==> config.mk <==
export PLATFORM = sky130hd
export DESIGN_NAME = lut_serial_loader
export DESIGN_NICKNAME = d
export VERILOG_FILES = /design/src/rtl/lut_serial_loader.sv
export SDC_FILE = /design/constraint.sdc
export NUM_CORES = 1
export LEC_CHECK = 0
export CAP_MARGIN = 5
export CORE_MARGIN = 5
export CORE_UTILIZATION = 57
export CTS_BUF_LIST = sky130_fd_sc_hd__clkbuf_2
export DETAILED_ROUTE_END_ITERATION = 10
export PLACE_DENSITY = 0.83
export SLEW_MARGIN = 20
export SYNTH_ARGS = -nofsm -noshare
export SYNTH_HDL_FRONTEND = slang
export SYNTH_SLANG_ARGS = --single-unit
==> constraint.sdc <==
create_clock -name clk -period 2.59 [get_ports clk]
set_clock_uncertainty 0.05 [all_clocks]
set_input_delay 0.518 -clock clk [delete_from_list [all_inputs] [get_ports clk]]
set_output_delay 0.518 -clock clk [all_outputs]
set_load 0.01 [all_outputs]
==> src/rtl/lut_serial_loader.sv <==
// Serialises NUM_WORDS table words MSB-first onto the LUT d/cs_n load pins.
// Optional feature macro: LUT_LOADER_PARITY_EN adds a frame_parity output.
module lut_serial_loader #(
    parameter int WORD_WIDTH = 8,
    parameter int NUM_WORDS  = 4
) (
    input  logic                  clk,
    input  logic                  rst_n,
    input  logic                  start,
    input  logic [WORD_WIDTH-1:0] in_data,
    input  logic                  in_valid,
    output logic                  in_ready,
    output logic                  sd,
    output logic                  scs_n,
    output logic                  busy,
`ifdef LUT_LOADER_PARITY_EN
    output logic                  frame_parity,
`endif
    output logic                  done
);

    localparam int BIT_CW  = (WORD_WIDTH > 1) ? $clog2(WORD_WIDTH) : 1;
    localparam int WORD_CW = (NUM_WORDS > 1) ? $clog2(NUM_WORDS) : 1;

    localparam logic [BIT_CW-1:0]  LAST_BIT  = BIT_CW'(WORD_WIDTH - 1);
    localparam logic [WORD_CW-1:0] LAST_WORD = WORD_CW'(NUM_WORDS - 1);

    typedef enum logic [1:0] {
        ST_IDLE,
        ST_WAIT,
        ST_SHIFT,
        ST_DONE
    } state_t;

    state_t               state;
    logic [WORD_WIDTH-1:0] shreg;
    logic [BIT_CW-1:0]     bit_cnt;
    logic [WORD_CW-1:0]    word_cnt;

    // Handshake: a word transfers on the rising edge where in_valid && in_ready;
    // in_ready is registered and is only high while waiting for the next word.
    // On acceptance the MSB goes straight to sd, so shreg only holds the remaining bits.
    always_ff @(posedge clk) begin
        if (!rst_n) begin
            state    <= ST_IDLE;
            shreg    <= '0;
            bit_cnt  <= '0;
            word_cnt <= '0;
            in_ready <= 1'b0;
            sd       <= 1'b0;
            scs_n    <= 1'b1;
            busy     <= 1'b0;
            done     <= 1'b0;
`ifdef LUT_LOADER_PARITY_EN
            frame_parity <= 1'b0;
`endif
        end else begin
            done <= 1'b0;
            case (state)
                ST_IDLE: begin
                    if (start) begin
                        state    <= ST_WAIT;
                        busy     <= 1'b1;
                        in_ready <= 1'b1;
                        word_cnt <= '0;
`ifdef LUT_LOADER_PARITY_EN
                        frame_parity <= 1'b0;
`endif
                    end
                end
                ST_WAIT: begin
                    if (in_valid && in_ready) begin
                        state    <= ST_SHIFT;
                        sd       <= in_data[WORD_WIDTH-1];
                        shreg    <= in_data << 1;
                        bit_cnt  <= '0;
                        scs_n    <= 1'b0;
                        in_ready <= 1'b0;
`ifdef LUT_LOADER_PARITY_EN
                        // Every accepted bit is shifted out, so the word XOR is the shifted-bit XOR.
                        frame_parity <= frame_parity ^ (^in_data);
`endif
                    end
                end
                ST_SHIFT: begin
                    if (bit_cnt == LAST_BIT) begin
                        scs_n <= 1'b1;
                        sd    <= 1'b0;
                        if (word_cnt == LAST_WORD) begin
                            state <= ST_DONE;
                            done  <= 1'b1;
                        end else begin
                            state    <= ST_WAIT;
                            word_cnt <= word_cnt + 1'b1;
                            in_ready <= 1'b1;
                        end
                    end else begin
                        sd      <= shreg[WORD_WIDTH-1];
                        shreg   <= shreg << 1;
                        bit_cnt <= bit_cnt + 1'b1;
                    end
                end
                ST_DONE: begin
                    state <= ST_IDLE;
                    busy  <= 1'b0;
                end
                default: state <= ST_IDLE;
            endcase
        end
    end

endmodule
Yosys cells after proc, flatten, opt, wreduce, memory -nomap -nowiden. Index checks and enable logic that the tools add are counted.

Bits of input ports: 12. Logic and storage cells: 62. Output and inout bits: 5. Bits in registers: 20.

Equality and inequality tests: 10. Muxes and demuxes: 27. Reduce and logical (&&, ||, !) cells: 14. $add $sub $neg: 2.

Operator list (number): two-way mux 8 bit (2); case mux 8 bit (2 select lines) (1); two-way mux 2 bit (7); AND reduction 3 bit (4); inequality test 2 bit, second input constant (5); two-way mux 1 bit (8); case mux 2 bit (4 select lines) (1); equality test 2 bit, second input constant (3); two-way mux 3 bit (2); case mux 1 bit (2 select lines) (3); case mux 3 bit (2 select lines) (1); nonzero test 2 bit (3); AND reduction 5 bit (1); case mux 2 bit (2 select lines) (1); AND reduction 2 bit (2); AND reduction 4 bit (1); adder 3 x 1 -> 3 bit, second input constant (1); equality test 3 bit, second input constant (1); case mux 1 bit (3 select lines) (1); nonzero test 3 bit (1); adder 2 x 1 -> 2 bit, second input constant (1); equality test 2 x 1 -> 1 bit, second input constant (1); zero test 2 bit (1); logical AND 1 bit (1).

Depth between registers and ports, before layout.
Word-level depth: 4. Gate-level depth with buffers: 6.

Worst setup path after synthesis. OpenSTA, ideal clock, no wires.

Path type: register -> register. From: register bit_cnt[0]. To: register shreg[2]. Library setup time: 134 ps. Clock period less this slack: 1644 ps. Data arrival time: 1460 ps. Data required time: 2406 ps. Cell stages (with the launch flop): 7. Slack: 946 ps. Cells stage by stage: dfxtp_1 > ha_1 > ha_1 > buf_2 > or3b_1 > nand2_1 > a211oi_1.

Longest elaborated chain between the ends: 3.

Ends and longest elaborated chain: start, declared (line 37) `logic [BIT_CW-1:0] bit_cnt;`; start signal, assigned (line 100) `bit_cnt <= bit_cnt + 1'b1;`; equality test 3 bit (line 86) `if (bit_cnt == LAST_BIT) begin`; inequality test 2 bit (no source line); AND reduction 3 bit (no source line); end signal, assigned (line 75) `shreg <= in_data << 1;`; end signal, assigned (line 99) `shreg <= shreg << 1;`; end, declared (line 36) `logic [WORD_WIDTH-1:0] shreg;`.

No other way between the ends. A chain may end at the register's enable or synchronous reset.

Worst setup path after layout.
From: register in_ready. To: output port in_ready.

RTL lines: start, declared (line 12) `output logic in_ready,`; start signal, assigned (line 49) `in_ready <= 1'b0;`; start signal, assigned (line 64) `in_ready <= 1'b1;`; start signal, assigned (line 78) `in_ready <= 1'b0;`.

No word-level cell between the ends.

==> metrics <==
status completed; Leak 0.000444 uW; antenna cells 0; Peak VDD IR 0.280 mV; syn avg cell area 8.97 sq um; Top Ports 17; Slowest cell on crit path clkdlybuf4s50_1; Syn-to-layout area delta 18.6%; Slew @ Worst Pin 0.517 ns; Cell Area, Synth 915 sq um; RSZ-0062 raised after global routing no; worst hold path class register to register; CP cell instances clkdlybuf4s50_1; # setup viols final 0; switching share of total power 0.261; Logic pwr share 0.130; vias in the first global route 726; crit-path max cell delay 0.57 ns; initial antenna violation count 0; clk slew on worst S/H paths 0.18 ns; Crit. End Element primary output; cells after synthesis 102; #FFs+latches synth 19; Critical Path Stages 1; crit path to in_ready; gr usage total 0.165; Syn Nets 117; register area share after synthesis 0.416; most common cell after layout, fill and taps aside dfxtp_1; final wirelength 1.87 mm; flop-to-flop setup slack 0.81 ns; H-tree level count 1; TritonRoute pass-1 iters 6; row cnt 14; Reg power frac 0.619; max_slew headroom 0.655; type of the worst setup path register to primary output; via count 772; CTS Hold Bufs 0; Pwr Density 471 nW/um^2; final net count 132; Util after Layout 0.720; Starting DRT DRC Count 18; initial core utilization 0.607; GRT Residual Overflow 0; TritonCTS buffer count 3; CP Buf/Inv Count 1; post-DP HPWL 1.35 mm; CTS resizes 0; Post-CTS Setup Bufs 0; # DRC 0; R2R Path Start bit_cnt[0]$_SDFFE_PN0P_; first-pass GRT wire length 3.30 mm; drt wl/cell 14.2 um; CP top delay family buffers and inverters; Die Y 50.1 um; Worst EP required 2.02 ns; internal power 378 uW; die area 2510 sq um; Clock Power Share 0.251; Worst Hold Depth 2; YS warnings 0; final hold vios 0; distinct cell type count after synthesis 29; CTS tree built; layout cells sized above 1 0.0517; R2R depth 5; setup TNS 0 ns; Achievable Freq 532 MHz; pin count of the biggest net entering global routing 18; minimum clock period 1.88 ns; vias per cell 5.85; clock root buffer clkbuf_2; Psw 134 uW; crit path launch type register; Worst Setup SP in_ready$_SDFFE_PN0P_; Die X-Extent 50.1 um; crit-path max FO 5; final RePlAce weighted congestion 0.769; RR Endpoint shreg[7]$_SDFFE_PN0P_; commonest cells after routing, fill and taps aside 19 x dfxtp_1, 16 x clkdlybuf4s50_1, 9 x nand2_1, 7 x nor3_1; # clock sinks 19; I/O Buffers 16; Longest Clk Path Bufs 2; core box area 1510 sq um; Crit path arrival time 1.31 ns; clk_lat worst skew 0.31 ns; Max Cap Viol 0; Final period util 0.726; tightest hold margin 0.456 ns; fin. max-slew vios 0; post-route ant nets 0
==> through the flow <==
| step | cells | total power [uW] | cell area [sq um] | setup WS [ns] |
|---|---|---|---|---|
| floorplan | 102 | 356 | 915 | 0.946 |
| global placement | 128 | 387 | 1060 | 0.661 |
| detailed placement | 128 | 389 | 1060 | 0.662 |
| CTS | 132 | 515 | 1080 | 0.701 |
| global route | 132 | 541 | 1080 | 0.645 |
| finish | 132 | 511 | 1080 | 0.710 |
==> synth_stat cells <==
library cell   n  area, sq um
nor2_1         4         15.0
buf_4          1         7.51
inv_1          6         22.5
buf_2          3         15.0
nor3_1         7         35.0
clkbuf_1       2         7.51
a311oi_1       1         8.76
a21boi_0       1         7.51
nand2b_1       3         18.8
a21o_1         1         7.51
a21oi_1        6         30.0
dfxtp_1       19          380
nand3b_2       1         11.3
and4b_1        1         10.0
or3b_1         1         8.76
ha_1           3         37.5
a31oi_1        4         25.0
mux2i_1        6         60.1
o31a_1         1         8.76
nand4b_1       1         8.76
nand3_1        4         20.0
or3_1          2         12.5
o211ai_1       1         7.51
a211oi_1       6         45.0
nand2_1        9         33.8
nor3b_2        1         12.5
o21a_1         3         22.5
nand3b_1       2         15.0
nor4bb_1       2         20.0
==> state kept, by name, indices dropped and copies added (netlist names), 2 cells and up <==
register / count
state: 2
bit_cnt: 3
word_cnt: 2
shreg: 7
==> per-layer routing <==
layer | vias to the layer above | GRT usage | wire length [um] | share of wire
li1 | 408 | - | - | -
met5 | - | 0 | 0 | 0
met2 | 17 | 0.247 | 899 | 0.48
met3 | 0 | 0.0392 | 68 | 0.036
met1 | 347 | 0.224 | 905 | 0.48
met4 | 0 | 0.0655 | 0 | 0
==> layout make-up <==
cell class | count | area (sq um)
multi-input cells | 71 | 482
fillers | 121 | 422
flip-flops and latches | 19 | 380
repair buffers | 16 | 160
inverters | 6 | 22.5
well taps | 16 | 20.0
clock buffers | 3 | 15.0
clock inverters | 1 | 5.00
==> how the worst min path moves through the flow <==
| stage | start | slack [ns] | end |
|---|---|---|---|
| 4_1_cts | shreg[1]$_SDFFE_PN0P_ | 0.46 | shreg[1]$_SDFFE_PN0P_ |
| 3_5_place_dp | shreg[1]$_SDFFE_PN0P_ | 0.44 | shreg[1]$_SDFFE_PN0P_ |
| 5_1_grt | shreg[1]$_SDFFE_PN0P_ | 0.47 | shreg[1]$_SDFFE_PN0P_ |
| 3_3_place_gp | scs_n$_SDFFE_PN1P_ | 0.42 | scs_n$_SDFFE_PN1P_ |
| 2_1_floorplan | shreg[1]$_SDFFE_PN0P_ | 0.40 | shreg[1]$_SDFFE_PN0P_ |
| 6_report | scs_n$_SDFFE_PN1P_ | 0.46 | scs_n$_SDFFE_PN1P_ |
==> kinds of logic (layout without fill, tap and decap cells) <==
logic type | Yosys count | after routing | share of synthesized area
compound gates | 24 | 24 | 0.178
fa+ha+maj | 3 | 3 | 0.0410
buf+inv | 12 | 26 | 0.0575
flops | 19 | 19 | 0.416
mux | 6 | 6 | 0.0657
simple gates | 38 | 38 | 0.242
==> power by group through the flow <==
stage	Combinational (uW)	Clock [uW]	Sequential (uW)
2_1_floorplan	37.7	0	318
3_3_place_gp	65.3	0	322
3_5_place_dp	66.3	0	322
4_1_cts	66.6	132	316
5_1_grt	72.9	149	319
6_report	66.4	129	317
Power figures use the tool's default switching activity.
